**src/rtl/our_packet_dispatch.sv**
```systemverilog
// our_packet_dispatch: Ethernet-style frame filter and dispatcher.
// Checks the destination MAC and EtherType, then uses the first payload
// byte as a type code and forwards the payload one byte per cycle on
// ena_one or ena_two with one cycle of latency. Aborted, filtered and
// runt frames are counted in a saturating drop counter.
module our_packet_dispatch #(
    parameter logic [47:0] LOCAL_MAC = 48'h02_00_00_00_00_01,
    parameter logic [15:0] ETHERTYPE = 16'h88B5,
    parameter logic [7:0]  TYPE_ONE  = 8'h01,
    parameter logic [7:0]  TYPE_TWO  = 8'h02
) (
    input  logic        clock,
    input  logic        reset_n,
    input  logic [7:0]  rx_data,
    input  logic        rx_valid,
    input  logic        rx_sop,
    input  logic        rx_eop,
    input  logic        rx_err,
    output logic [7:0]  dataout,
    output logic        ena_one,
    output logic        ena_two,
    output logic        pkt_err,
    output logic [15:0] drop_cnt
);

    typedef enum logic [2:0] {IDLE, HDR, TYPE, FWD, DISCARD} state_t;

    state_t      r_state, w_state_nxt;
    logic [3:0]  r_cnt;        // index of the next header byte
    logic [47:0] r_dmac;
    logic [7:0]  r_etype_hi;
    logic        r_sel_two;    // forwarding on the type-TWO lane
    logic        r_err_pend;   // rx_err seen on the last forwarded byte
    logic [7:0]  r_dataout;
    logic        r_ena_one, r_ena_two, r_pkt_err;
    logic [15:0] r_drop_cnt;

    logic w_sop, w_accept, w_type_ok;
    logic w_fwd, w_sel_two, w_drop, w_abort, w_err_set;

    // A new frame may start in any state; sop always wins.
    assign w_sop     = rx_valid & rx_sop;
    assign w_accept  = ((r_dmac == LOCAL_MAC) || (r_dmac == 48'hFFFF_FFFF_FFFF)) &&
                       ({r_etype_hi, rx_data} == ETHERTYPE);
    assign w_type_ok = (rx_data == TYPE_ONE) || (rx_data == TYPE_TWO);

    // State register plus header counter and latches
    always_ff @(posedge clock or negedge reset_n) begin
        if (!reset_n) begin
            r_state    <= IDLE;
            r_cnt      <= 4'd0;
            r_dmac     <= 48'h0;
            r_etype_hi <= 8'h00;
            r_sel_two  <= 1'b0;
        end else begin
            r_state <= w_state_nxt;
            if (w_sop) begin
                r_cnt  <= 4'd1;
                r_dmac <= {r_dmac[39:0], rx_data};
            end else if (rx_valid && r_state == HDR) begin
                r_cnt <= r_cnt + 4'd1;
                if (r_cnt < 4'd6)   r_dmac     <= {r_dmac[39:0], rx_data};
                if (r_cnt == 4'd12) r_etype_hi <= rx_data;
            end
            if (rx_valid && !rx_sop && r_state == TYPE)
                r_sel_two <= (rx_data == TYPE_TWO);
        end
    end

    // Next-state decode
    always_comb begin
        w_state_nxt = r_state;
        if (w_sop) begin
            w_state_nxt = rx_eop ? IDLE : HDR;
        end else if (rx_valid) begin
            case (r_state)
                HDR: begin
                    if (rx_eop)              w_state_nxt = IDLE;
                    else if (r_cnt == 4'd13) w_state_nxt = w_accept ? TYPE : DISCARD;
                end
                TYPE:    w_state_nxt = rx_eop ? IDLE : (w_type_ok ? FWD : DISCARD);
                FWD:     if (rx_eop) w_state_nxt = IDLE;
                DISCARD: if (rx_eop) w_state_nxt = IDLE;
                default: ;
            endcase
        end else if (r_state == TYPE || r_state == FWD) begin
            // A gap inside the payload breaks the cycle-exact stream downstream.
            w_state_nxt = DISCARD;
        end
    end

    // Per-cycle output events (forward, drop, abort, deferred error)
    always_comb begin
        w_fwd     = 1'b0;
        w_sel_two = 1'b0;
        w_drop    = 1'b0;
        w_abort   = 1'b0;
        w_err_set = 1'b0;
        if (w_sop) begin
            // DISCARD frames were already counted when they were rejected.
            w_drop  = (r_state == HDR) || (r_state == TYPE) || (r_state == FWD) || rx_eop;
            w_abort = (r_state == FWD);
        end else if (rx_valid) begin
            case (r_state)
                HDR:  w_drop = rx_eop || (r_cnt == 4'd13 && !w_accept);
                TYPE: begin
                    if (w_type_ok) begin
                        w_fwd     = 1'b1;
                        w_sel_two = (rx_data == TYPE_TWO);
                        w_err_set = rx_eop & rx_err;
                    end else begin
                        w_drop = 1'b1;
                    end
                end
                FWD: begin
                    w_fwd     = 1'b1;
                    w_sel_two = r_sel_two;
                    w_err_set = rx_eop & rx_err;
                end
                default: ;
            endcase
        end else if (r_state == TYPE || r_state == FWD) begin
            w_drop  = 1'b1;
            w_abort = 1'b1;
        end
    end

    // Registered outputs; dataout only moves while a byte is forwarded
    always_ff @(posedge clock or negedge reset_n) begin
        if (!reset_n) begin
            r_dataout  <= 8'h00;
            r_ena_one  <= 1'b0;
            r_ena_two  <= 1'b0;
            r_pkt_err  <= 1'b0;
            r_err_pend <= 1'b0;
            r_drop_cnt <= 16'h0000;
        end else begin
            r_ena_one  <= w_fwd & ~w_sel_two;
            r_ena_two  <= w_fwd & w_sel_two;
            if (w_fwd) r_dataout <= rx_data;
            // Errored-frame pulse lands one cycle after the final enable.
            r_err_pend <= w_err_set;
            r_pkt_err  <= w_abort | r_err_pend;
            if (w_drop && r_drop_cnt != 16'hFFFF)
                r_drop_cnt <= r_drop_cnt + 16'd1;
        end
    end

    assign dataout  = r_dataout;
    assign ena_one  = r_ena_one;
    assign ena_two  = r_ena_two;
    assign pkt_err  = r_pkt_err;
    assign drop_cnt = r_drop_cnt;

endmodule

```
**config.mk**
```make
export PLATFORM = sky130hd
export DESIGN_NAME = our_packet_dispatch
export DESIGN_NICKNAME = d
export VERILOG_FILES = /design/src/rtl/our_packet_dispatch.sv
export SDC_FILE = /design/constraint.sdc
export NUM_CORES = 1
export LEC_CHECK = 0
export ABC_AREA = 1
export CORE_MARGIN = 2
export CORE_UTILIZATION = 32
export CTS_CLUSTER_DIAMETER = 100
export CTS_CLUSTER_SIZE = 16
export DETAILED_ROUTE_END_ITERATION = 8
export DONT_BUFFER_PORTS = 1
export GPL_ROUTABILITY_DRIVEN = 0
export PLACE_DENSITY = 0.44
export SYNTH_ARGS = -nofsm -noshare
export SYNTH_HDL_FRONTEND = slang
export SYNTH_SLANG_ARGS = --single-unit
```
**constraint.sdc**
```tcl
create_clock -name clock -period 6 [get_ports clock]
set_clock_uncertainty 0.2 [all_clocks]
set_input_delay 0.6 -clock clock [delete_from_list [all_inputs] [get_ports clock]]
set_output_delay 0.6 -clock clock [all_outputs]
set_load 0.05 [all_outputs]
```
# [After elaboration in Yosys (flattened, before gate mapping)]
# Cells that the tools add are included.
[word_totals] input_bits=14 reg_bits=92 wordCells=93 out_inout_bits=27
[classes] n_eq_ne=15 bitwise=7 muxes=35 reduce_logical=22 magnitude_cmp=1 add_sub_neg=2
[op_table] cell="two-way mux 48 bit" n=3
[op_table] cell="== test 48 x 42 -> 1 bit (second input constant)" n=1
[op_table] cell="== test 48 bit (second input constant)" n=1
[op_table] cell="two-way mux 3 bit" n=9
[op_table] cell="adder 16 x 1 -> 16 bit (second input constant)" n=1
[op_table] cell="== test 16 bit (second input constant)" n=1
[op_table] cell="two-way mux 1 bit" n=16
[op_table] cell="inequality test 16 bit (second input constant)" n=1
[op_table] cell="case mux 3 bit (3 select lines)" n=1
[op_table] cell="== test 4 bit (second input constant)" n=2
[op_table] cell="== test 8 x 1 -> 1 bit (second input constant)" n=1
[op_table] cell="== test 8 x 2 -> 1 bit (second input constant)" n=1
[op_table] cell="two-way mux 4 bit" n=2
[op_table] cell="case mux 1 bit (2 select lines)" n=4
[op_table] cell="logical OR 1 bit" n=7
[op_table] cell="== test 3 x 2 -> 1 bit (second input constant)" n=2
[op_table] cell="logical AND 1 bit" n=6
[op_table] cell="inequality test 5 x 2 -> 1 bit (second input constant)" n=1
[op_table] cell="inequality test 5 x 4 -> 1 bit (second input constant)" n=1
[op_table] cell="adder 4 x 1 -> 4 bit (second input constant)" n=1
[op_table] cell="AND 1 bit" n=4
[op_table] cell="< comparator 4 x 3 -> 1 bit (second input constant)" n=1
[op_table] cell="inequality test 4 x 2 -> 1 bit (second input constant)" n=1
[op_table] cell="AND reduction 4 bit" n=1
[op_table] cell="10 further kinds" n=13

# [Depth between registers and ports, before layout]
# Gate-level depths: netlist of run 1.
[depth] ltp_word=10 ltp_mapped=17

# [Worst setup path after synthesis of run 1]
# Ideal clock, no wire load.
[synth_timing] path_type="flip-flop to flip-flop" startpoint="reg r_drop_cnt[0], in the netlist drop_cnt[0]" endpoint="reg r_drop_cnt[7], in the netlist drop_cnt[7]" required_time_ps=5680 t_arrival_ps=1995 path_stages_with_launch=8 setup_ps=120 path_buffers=1 slack_ps=3685 period_less_slack_ps=2315 cell_sequence="dfrtp_1 ha_1 nand2_1 nor3_2 nand4_4 clkbuf_1 nand3_1 nand2_1"
[synth_via] elab_chain_len=2 word_cells_on_any_way=3
[synth_rtl] item="start, declared" line="36" text="logic [15:0] r_drop_cnt;"
[synth_rtl] item="start signal, assigned" line="145" text="r_drop_cnt <= r_drop_cnt + 16'd1;"
[synth_rtl] item="parallel branches: the longest is 2 deep, another holds adder 16 x 1 -> 16 bit"
# Parallel ways; which one is timed is not known.
# A chain may end at the register's enable or synchronous reset.

# [Final worst setup path of run 1]
[layout_timing] startpoint="reg r_drop_cnt[0], in the netlist drop_cnt[0]" endpoint="reg r_drop_cnt[0], in the netlist drop_cnt[0]"
# The elaborated chain is that of the path after synthesis.

==> metrics.md, run 1 <==
| Metric | Value |
|---|---|
| Status | finished, final reports clean |
| Final HPWL DP | 6.43 mm |
| R2R Setup Slk | roughly 3.4 ns |
| Startpoint types | flip-flop |
| Cell Area, Placed | 4640 um2 |
| Worst R2R Start | drop_cnt[0]$_DFFE_PN0P_ |
| Routed WL per cell | 12.8 um |
| Antenna Nets Post-Route | 0 |
| DR DRC count | 0 |
| Clock Pin Slew Worst Setup and Hold Paths | ~0.060 ns |
| Die area | 15000 um2 |
| Iteration-0 DRC Markers | between 150 and 200 |
| Post-synth net total | 572 |
| Max Freq | 0.381 GHz |
| Synth top area share | 51.4% |
| Min cycle time layout | 2.62 ns |
| Sequential share of the synthesized area | 51.4% |
| Post-synth cell types | 32 |
| DR pass1 iterations | 4 |
| Overall Global Routing Usage | 13.9% |
| VDD IR max | 0.000169 V |
| Main synth FF type | dfrtp_1 |
| IO Pins | 41 |
| Crit path from | drop_cnt[0]$_DFFE_PN0P_ |
| Global route overflow | 0 |
| Final worst path period share | 43.7% |
| Total number of vias | 3453 |
| Area contributors post-synth | dfrtp_1 51%, nand2_1 12%, nor2_1 7.1%, o21ai_0 5.4%, inv_1 4.6% |
| Endpoints failing hold | 0 |
| Dominant cell type by area after synthesis | dfrtp_1 |
| Flop pwr share | 50.5% |
| WP data arrival | 2.70 ns |
| Pint | 1.41 mW |
| Clock power frac | between 20 and 30% |
| Synth warn | 0 |
| Synthesis-to-layout area growth | 12.1% |
| Critical Path RT | 6.08 ns |
| Asr flop ratio synth | 100% |
| DR vias/cell | 4.69 |
| Power Density | around 440 nW/um2 |
| Syn Area/Cell | approximately 8.1 um2 |
| Slew HR | between 40% and 50% |
| Inserted Clock Buffers | 9 |
| ANT cells | 0 |
| Initial antenna violation count | 0 |
| Worst hold slack | 0.176 ns |
| I/O Buffers | 0 |
| Mapped Cells | about 550 |
| Gate power share | 20.5% |
| CORE AREA | 13800 um2 |
| Post-CTS Resized | 0 |
| P_sw | between 800 and 900 uW |
| Setup CP Type | reg2reg |
| CTS Sinks | 92 |
| EDFF count, synth | 0 |
| Worst Path Max Fanout | 16 |
| Slew Limit Fails | 0 |
| Die Ht | around 120 um |
| Setup Viol. Count Final | 0 |
| Hold_sp | rx_eop |
| Largest net degree at the start of global routing | 93 |
| Register bit count reported by yosys | between 90 and 100 |
| Setup TNS | 0 ns |
| Number of global-route vias before repair | 3438 |
| Share of cells above drive strength 1 | 6.64% |
| Latest clock arrival within the worst-skew pair | 0.34 ns |
| RSZ-0062 raised after global routing | false |
| Max Cap Viol | 0 |
| Leakage | about 2.4 nW |
| Final Cell Area | between 5000 and 6000 um2 |
| Crit end category | flip-flop |
| First-pass GRT wire length | 16.4 mm |
| Clock Tree Buf Depth | 2 |
| Area of the mapped netlist | 4480 um2 |
| Transition time at the pin with the least slew margin | 0.787 ns |
| CTS tree | done |
| Root buffer cell | clkbuf_16 |
| Hold crit path type | in2reg |
| H-tree levels | 3 |
| FP Rows | between 40 and 50 |
| Nets | 571 |
| Die X-Extent | 122 um |
| Final wirelength | 9.41 mm |
| Switching part of the total | 36.2% |
| Initial Util | 32.5% |
==> synth_stat cells (2+ instances only) <==
cell type	count
clkbuf_1	8
buf_2	6
inv_1	55
nand4_1	10
xor2_1	8
o21ai_0	48
ha_1	4
nand2_4	2
nor2_2	4
xnor2_1	5
nor2_1	85
dfrtp_1	92
mux2_2	7
nand3_1	28
nand2_1	146
nor4_1	3
nor3_1	8
a21oi_1	21
==> per-stage QoR <==
stage	instances	util [%]	power [mW]	setup slack, ns
floorplan	554	-	1.46	3.68
global placement	720	33.7	1.56	3.48
detailed placement	720	33.7	1.58	3.38
CTS	737	36.4	2.26	3.37
global route	737	36.4	2.40	3.14
finish	737	36.4	2.21	3.38
==> critical path, cell delays in order (launching register included) <==
cell and delay (ns):
dfrtp_1 0.74, ha_1 0.32, nand2_1 0.11, nor3_2 0.43, nand4_4 0.34, nand2_4 0.28
nand2_1 0.07, nand2_1 0.08
==> sequential cells by signal, indices dropped and copies added, names as in the netlist <==
name	flops
r_state	3
r_sel_two	1
pkt_err	1
ena_one	1
r_etype_hi	8
drop_cnt	16
ena_two	1
r_cnt	4
r_dmac	48
dataout	8
r_err_pend	1
==> cell type report <==
class	count	area, um2
clock inverters	5	100
repair buffers	3	45.0
flip-flops and latches	92	2300
well taps	180	225
multi-input cells	392	1900
fillers	1493	8750
inverters	55	206
clock buffers	10	239
==> repair_timing <==
| action | 4_1_cts | 5_1_grt |
|---|---|---|
| hold endpoints to repair | 92 | 0 |
| setup buffers | 0 | 0 |
| endpoints found under the setup margin | 0 | 0 |
| hold buffers | 2 | 0 |
==> power groups by stage <==
stage	logic [mW]	clock network [mW]	registers, mW
after floorplan	0.380	0	1.08
after detailed placement	0.448	0	1.13
after global placement	0.437	0	1.13
after global routing	0.547	0.693	1.16
after CTS	0.465	0.670	1.12
final	0.454	0.643	1.12
==> cells in the final DEF, fill, tap and decap left out, types with 2 or more instances in the layout <==
cell and n:
nand4_1 10, nor2_2 4, nand2_1 146, nor2_1 85
nor4_1 3, clkbuf_16 9, xnor2_1 5, nand3_1 28
ha_1 4, a21oi_1 21, clkinv_2 2, inv_1 55
nor3_1 8, nand2_4 2, xor2_1 8, mux2_2 7
o21ai_0 48, dfrtp_1 92, bufinv_16 3
==> cell families after synthesis <==
| logic type | count (synthesis) | synth area share, % |
|---|---|---|
| flip-flops | 92 | 51.4 |
| buffers and inverters | 70 | 6.29 |
| adder cells (fa/ha/maj) | 4 | 1.12 |
| XOR/XNOR | 13 | 2.54 |
| multiplexers | 7 | 1.76 |
| AO/OA/AOI/OAI | 77 | 9.28 |
| AND/OR/NAND/NOR | 291 | 27.6 |
==> path summary, 6_finish.rpt <==
path / to / depth (start not counted)
worst max register to register: drop_cnt[0]$_DFFE_PN0P_ / 7
worst min register to register: pkt_err$_DFF_PN0_ / 2
worst max-delay path: drop_cnt[0]$_DFFE_PN0P_ / 7
max in group asynchronous: r_dmac[39]$_DFFE_PN0P_ / 2
min in group asynchronous: r_dmac[45]$_DFFE_PN0P_ / 2
worst min-delay path: r_err_pend$_DFF_PN0_ / 2
==> routing by layer <==
layer / track usage [%] / part of all wire, %
met5: 0 / 0
met4: 6.75 / 2.0
met3: 2.46 / 3.0
met2: 22.1 / 48
met1: 18.3 / 47
Note: power is estimated with default switching activity, not from simulation.
==> run 2: changes to the inputs <==
--- a/config.mk
+++ b/config.mk
@@ -13,7 +13,7 @@
 export DETAILED_ROUTE_END_ITERATION = 8
 export DONT_BUFFER_PORTS = 1
 export GPL_ROUTABILITY_DRIVEN = 0
-export PLACE_DENSITY = 0.44
+export PLACE_DENSITY = 0.45
 export SYNTH_ARGS = -nofsm -noshare
 export SYNTH_HDL_FRONTEND = slang
 export SYNTH_SLANG_ARGS = --single-unit
==> constraint.sdc (replaced) <==
create_clock -name clock -period 2.28 [get_ports clock]
set_clock_uncertainty 0.2 [all_clocks]
set_input_delay 0.228 -clock clock [delete_from_list [all_inputs] [get_ports clock]]
set_output_delay 0.228 -clock clock [all_outputs]
set_load 0.05 [all_outputs]
==> run 2 against run 1 <==
Against the previous run: the flow now finishes with violations (negative hold slack); register-to-register slack worse by 3.1 ns; global-route usage increased by 0.29 points; flip-flop and latch count is the same; first-iteration DRC count shrank 11%; total power rose to 2.6 times the previous value; non-clock buffer count is 39 higher.
==> metrics.md, run 2 (same netlist as run 1, synthesis figures left out) <==
| Metric | Value |
|---|---|
| Max Freq | 0.468 GHz |
| Area taken by multi-input logic gates | 1960 um2 (+3.3%) |
| Max Cap Viol | 0 (unchanged) |
| Nets | 612 (+7.2%) |
| Hold Buf Count CTS | 14 (+12) |
| Setup Viol. Count Final | 0 (unchanged) |
| Initial antenna violation count | 0 (unchanged) |
| IO Pins | 41 (unchanged) |
| Transition time at the pin with the least slew margin | 0.608 ns (-0.178 ns) |
| Final HPWL DP | 6.74 mm (+4.8%) |
| Die Ht | 122 um (unchanged) |
| FP Rows | 43 (unchanged) |
| CTS Sinks | 92 (unchanged) |
| H-tree levels | 3 (unchanged) |
| Synthesis-to-layout area growth | 20.0% |
| First-pass GRT wire length | 16.8 mm (+2.6%) |
| Worst R2R Start | r_state[0]$_DFFE_PN0P_ |
| Inserted Clock Buffers | 9 (unchanged) |
| RSZ-0062 raised after global routing | false |
| Setup CP Type | in2reg |
| Worst hold slack | -0.619 ns (-0.795 ns) |
| I/O Buffers | 0 (unchanged) |
| DR vias/cell | 4.62 (-1.3%) |
| Root buffer cell | clkbuf_16 |
| Setup slack after placement | 0.199 ns (-3.18 ns) |
| Max reg flops | 48 (unchanged) |
| VDD IR max | 0.000680 V (+300%) |
| Latest clock arrival within the worst-skew pair | 0.34 ns (about the same) |
| Clock Tree Buf Depth | 2 (unchanged) |
| Setup TNS | 0 ns (unchanged) |
| Worst path slowest cell | dlygate4sd3_1 |
| Endpoints failing hold | 92 (+92) |
| Most flops, register | r_dmac |
| Storage element area | 2300 um2 (about the same) |
| Share of cells above drive strength 1 | 11.9% (+5.2 points) |
| DR pass1 iterations | 5 (+1) |
| WP data arrival | 2.16 ns (-0.54 ns) |
| Startpoint types | primary input |
| Final wirelength | 9.95 mm (+5.7%) |
| Total number of vias | 3601 (+4.3%) |
| Die area | 15000 um2 (unchanged) |
| Cell Area, Placed | 4830 um2 (+4.0%) |
| Final Worst Setup Slack | 0.144 ns (-3.23 ns) |
| CTS tree | done |
| Crit end category | flip-flop |
| Worst R2R Path Depth | 6 (-1) |
| ANT cells | 0 (unchanged) |
| Largest net degree at the start of global routing | 93 (unchanged) |
| Commonest non-fill, non-tap cell in the layout | nand2_1 |
| Global route overflow | 0 (unchanged) |
| Final worst path period share | 93.7% |
| Cell chain of the critical path | dlygate4sd3_1, inv_2, nor2_1, o211ai_1, inv_1, o211ai_2, nor2_1, dlygate4sd3_1 |
| Number of global-route vias before repair | 3620 (+5.3%) |
| Iteration-0 DRC Markers | 138 (-11%) |
| DR DRC count | 0 (unchanged) |
| Power Density | 1080 nW/um2 (+150%) |
| Failing checks | negative hold slack |
| Non-Filler Instances | 779 (+5.7%) |
| Most frequent cells in the layout | 145 x nand2_1, 91 x dfrtp_1, 84 x nor2_1 |
| Die X-Extent | 122 um (unchanged) |
| Hold crit path type | in2async |
| Slew Limit Fails | 0 (unchanged) |
| Leakage | 2.55 nW (+7.9%) |
| Overall Global Routing Usage | 14.2% (+0.29 points) |
| Initial Util | 32.5% (unchanged) |
| Core Util, Final | 39.0% (+2.6 points) |
| Min cycle time layout | 2.14 ns |
| Filler Cells Inserted | 1472 (-1.4%) |
| Clock Pin Slew Worst Setup and Hold Paths | 0.07 ns (about the same) |
| Routed WL per cell | 12.8 um (about the same) |
| R2R Setup Slk | 0.24 ns (-3.14 ns) |
| CORE AREA | 13800 um2 (unchanged) |
| Crit-path max cell delay | 0.57 ns (-0.17 ns) |
| Antenna Nets Post-Route | 0 (unchanged) |
| Placed Instances | 743 (+3.2%) |
| R2r endpoint | r_dmac[37]$_DFFE_PN0P_ |
| Slew HR | 59.4% (+12 points) |
| Status | finished with violations |
| Worst Path Max Fanout | 4 (-12) |
| Critical Path RT | 2.30 ns (-3.78 ns) |
| Final Cell Area | 5370 um2 (+7.1%) |
==> run 2: cell types whose count changed in the layout (fill, tap and decap cells not counted), moves of 2 or more <==
cell and delta:
buf_4 +26, dlygate4sd3_1 +13, nand2_8 +3, bufinv_16 -2, clkinvlp_4 +2
==> run 2: layer usage <==
layer / track usage (%) / routed length [um] / up-vias
li1: - / - / 1869
met1: 19.2 / 4770 / 1659
met2: 22.1 / 4610 / 59
met3: 2.70 / 364 / 14
met4: 6.25 / 196 / 0
met5: 0 / 0 / -
==> run 2: metrics by stage <==
stage	hold WS [ns]	power [mW]
3_3_place_gp	-0.261	4.20
3_5_place_dp	-0.261	4.24
4_1_cts	-0.636	5.84
2_1_floorplan	-0.268	3.85
6_report	-0.619	5.81
5_1_grt	-0.639	6.26
==> run 2: worst max-delay path by stage <==
stage | startpoint | depth (start not counted) | end
2_1_floorplan | drop_cnt[1]$_DFFE_PN0P_ | 7 | drop_cnt[7]$_DFFE_PN0P_
3_3_place_gp | r_state[0]$_DFFE_PN0P_ | 6 | r_dmac[39]$_DFFE_PN0P_
3_5_place_dp | r_dmac[4]$_DFFE_PN0P_ | 15 | drop_cnt[4]$_DFFE_PN0P_
4_1_cts | rx_data[7] | 13 | drop_cnt[4]$_DFFE_PN0P_
5_1_grt | r_dmac[4]$_DFFE_PN0P_ | 15 | drop_cnt[0]$_DFFE_PN0P_
6_report | rx_data[0] | 8 | r_err_pend$_DFF_PN0_
==> run 2: worst max-delay path, delay by kind of cell <==
family                 cells  cell delay, ns
AND/OR/NAND/NOR            2            0.11
buffers and inverters      4            1.34
AO/OA/AOI/OAI              2            0.49
==> run 2: cell type report <==
cell class	instances	area share [%]
timing repair buffer	42	6.75
clock inverter	5	1.09
inverter	55	3.84
multi-input combinational	394	36.6
tap	180	4.19
clock buffer	11	4.70
sequential	92	42.9
==> run 2: what timing repair did <==
| action | in CTS | in global routing |
|---|---|---|
| resized for setup | 0 | 8 |
| setup buffers | 0 | 4 |
| setup endpoints to repair | 0 | 16 |
| hold endpoints to repair | 125 | 92 |
==> run 2: power breakdown <==
group / switching (mW) / internal [mW] / total [mW]
Combinational: 0.899 / 0.570 / 1.47
Clock: 0.640 / 0.912 / 1.55
Sequential: 0.633 / 2.16 / 2.79
Total: 2.17 / 3.64 / 5.81
==> run 3: changes to the inputs <==
--- a/config.mk
+++ b/config.mk
@@ -7,13 +7,13 @@
 export LEC_CHECK = 0
 export ABC_AREA = 1
 export CORE_MARGIN = 2
-export CORE_UTILIZATION = 32
+export CORE_UTILIZATION = 45
 export CTS_CLUSTER_DIAMETER = 100
 export CTS_CLUSTER_SIZE = 16
 export DETAILED_ROUTE_END_ITERATION = 8
 export DONT_BUFFER_PORTS = 1
 export GPL_ROUTABILITY_DRIVEN = 0
-export PLACE_DENSITY = 0.45
+export PLACE_DENSITY = 0.6
 export SYNTH_ARGS = -nofsm -noshare
 export SYNTH_HDL_FRONTEND = slang
 export SYNTH_SLANG_ARGS = --single-unit
==> run 3 against run 2 <==
Against the previous run: the flow still finishes with violations (negative hold slack); highest routed layer unchanged; setup slack improved by 0.11 ns; critical path depth decreased by 1; total power decreased by 5.1%; sequential share of layout area increased by 2.0 points; final area decreased by 4.5%; flip-flop and latch count unchanged; fmax increased by 5.4%; critical path type is now reg2reg; non-clock buffer count decreased by 7; critical endpoint is now drop_cnt[3]$_DFFE_PN0P_.
==> metrics.md, run 3 (same netlist as run 1, synthesis figures left out) <==
| Metric | Value |
|---|---|
| Commonest non-fill, non-tap cell in the layout | nand2_1 |
| Hold crit path type | in2async |
| Top Metal Used | met4 |
| Max Cap Viol | 0 (unchanged) |
| Worst hold slack | -0.640 ns (-0.0213 ns) |
| Failing checks | negative hold slack |
| R2R Setup Slk | 0.25 ns (about the same) |
| VDD IR max | 0.000657 V (-3.5%) |
| Status | finished with violations |
| Metal-1 WL | 4.31 mm (-9.6%) |
| Min cycle time layout | 2.03 ns (-0.110 ns) |
| DR pass1 iterations | 4 (-1) |
| Root buffer cell | clkbuf_8 |
| DR DRC count | 0 (unchanged) |
| Clock Pin Slew Worst Setup and Hold Paths | 0.09 ns (+0.02 ns) |
| Number of global-route vias before repair | 3368 (-7.0%) |
| R2r endpoint | drop_cnt[3]$_DFFE_PN0P_ |
| Setup slack after placement | 0.244 ns (+0.0443 ns) |
| Placed Instances | 694 (-6.6%) |
| Max Freq | 0.493 GHz (+5.4%) |
| FP Rows | 36 (-16%) |
| Max reg flops | 48 (unchanged) |
| Overall Global Routing Usage | 17.5% (+3.3 points) |
| CTS Sinks | 92 (unchanged) |
| DR vias/cell | 4.91 (+6.3%) |
| Final Cell Area | 5130 um2 (-4.5%) |
| ANT cells | 0 (unchanged) |
| Startpoint types | flip-flop |
| I/O Buffers | 0 (unchanged) |
| Total number of vias | 3552 (-1.4%) |
| RSZ-0062 raised after global routing | false |
| Nets | 603 (-1.5%) |
| Switching part of the total | 37.8% (+0.42 points) |
| Initial antenna violation count | 0 (unchanged) |
| Slew HR | 62.0% (+2.6 points) |
| Flop pwr share | 50.6% (+2.6 points) |
| Global route overflow | 0 (unchanged) |
| Pint | 3.43 mW (-5.8%) |
| Setup Viol. Count Final | 0 (unchanged) |
| Die area | 10800 um2 (-28%) |
| Largest net degree at the start of global routing | 93 (unchanged) |
| First-pass GRT wire length | 15.6 mm (-7.4%) |
| Routed WL per cell | 12.4 um (-2.5%) |
| Worst R2R Path Depth | 7 (+1) |
| Met2 routed WL | 4.29 mm (-7.0%) |
| Antenna Nets Post-Route | 0 (unchanged) |
| Slew Limit Fails | 0 (unchanged) |
| IO Pins | 41 (unchanged) |
| P_sw | 2.08 mW (-4.1%) |
| Setup CP Type | reg2reg |
| Worst Path Max Fanout | 16 (+12) |
| Initial Util | 46.0% (+14 points) |
| Latest clock arrival within the worst-skew pair | 0.35 ns (about the same) |
| Synthesis-to-layout area growth | 14.7% |
| Non-Filler Instances | 723 (-7.2%) |
| Cell Area, Placed | 4760 um2 (-1.5%) |
| Clock power frac | 23.7% (-3.0 points) |
| WL met3 | 327 um (-10%) |
| Critical Path RT | 2.37 ns (+0.07 ns) |
| Clock Tree Buf Depth | 2 (unchanged) |
| Iteration-0 DRC Markers | 158 (+14%) |
| Endpoints failing hold | 92 (unchanged) |
| Most frequent cells in the layout | 146 x nand2_1, 91 x dfrtp_1, 85 x nor2_1 |
| Final wirelength | 9.00 mm (-9.5%) |
| Power Density | 1070 nW/um2 (-0.68%) |
| Gate power share | 25.7% (+0.4 points) |
| Filler Cells Inserted | 951 (-35%) |
| Die X-Extent | 104 um (-15%) |
| Final Worst Setup Slack | 0.254 ns (+0.110 ns) |
| Final worst path period share | 88.9% (-4.8 points) |
| Hold Buf Count CTS | 13 (-1) |
| Setup TNS | 0 ns (unchanged) |
| H-tree levels | 3 (unchanged) |
| Inserted Clock Buffers | 9 (unchanged) |
| Leakage | 2.47 nW (-3.4%) |
| CORE AREA | 9730 um2 (-29%) |
| Most flops, register | r_dmac |
| Worst R2R Start | drop_cnt[1]$_DFFE_PN0P_ |
| Final HPWL DP | 6.16 mm (-8.6%) |
| WP data arrival | 2.12 ns (-0.04 ns) |
| CTS tree | done |
| Crit end category | flip-flop |
| Die Ht | 104 um (-15%) |
| Transition time at the pin with the least slew margin | 0.570 ns (-0.0383 ns) |
| Share of cells above drive strength 1 | 9.83% (-2.0 points) |
## run 3: timing repair
item | 4_1_cts | 5_1_grt
endpoints found under the setup margin | 0 | 3
gates resized for setup | 0 | 1
endpoints found under the hold margin | 126 | 92
setup buffers | 0 | 0
## run 3: worst max path at each step
stage,slack [ns],to,startpoint,depth (start not counted)
after floorplan,0.01,drop_cnt[7]$_DFFE_PN0P_,drop_cnt[1]$_DFFE_PN0P_,7
after global placement,0.28,drop_cnt[4]$_DFFE_PN0P_,r_dmac[28]$_DFFE_PN0P_,15
after detailed placement,0.24,drop_cnt[2]$_DFFE_PN0P_,r_dmac[1]$_DFFE_PN0P_,14
after CTS,0.21,drop_cnt[5]$_DFFE_PN0P_,rx_data[7],13
after global routing,0.03,drop_cnt[1]$_DFFE_PN0P_,r_dmac[12]$_DFFE_PN0P_,15
final,0.25,drop_cnt[3]$_DFFE_PN0P_,drop_cnt[1]$_DFFE_PN0P_,7
## run 3: worst max-delay path, stage by stage, from the launching register on
cell	delay (ns)
dfrtp_1	0.41
ha_1	0.23
nand2_1	0.11
nor3_2	0.31
nand4_4	0.33
nand2_8	0.25
nand2_1	0.07
nand2_1	0.06
## run 3: power by group through the flow
stage                     combinational (mW)  sequential, mW  clock [mW]
final                                   1.41            2.79        1.31
after global routing                    1.65            2.88        1.41
after CTS                               1.42            2.80        1.34
after detailed placement                1.40            2.83           0
after global placement                  1.36            2.81           0
after floorplan                         1.00            2.85           0
## run 3: metrics by stage
step	utilization (%)	total power, mW
3_5_place_dp	48.9	4.23
2_1_floorplan	-	3.85
6_report	52.8	5.51
4_1_cts	52.7	5.56
5_1_grt	52.8	5.94
3_3_place_gp	48.9	4.17
## run 3: layout make-up
type	count	area (um2)	share of cell area (%)
inverters	55	206	4.02
flip-flops and latches	92	2300	44.9
clock buffers	10	128	2.49
repair buffers	35	308	6.00
multi-input cells	392	1910	37.2
well taps	133	166	3.24
clock inverters	6	111	2.17
## run 3: metal layers
metal,GRT usage [%],up-vias
li1,-,1830
met1,23.3,1650
met2,29.3,65
met3,3.71,7
met4,4.34,0
met5,0,-
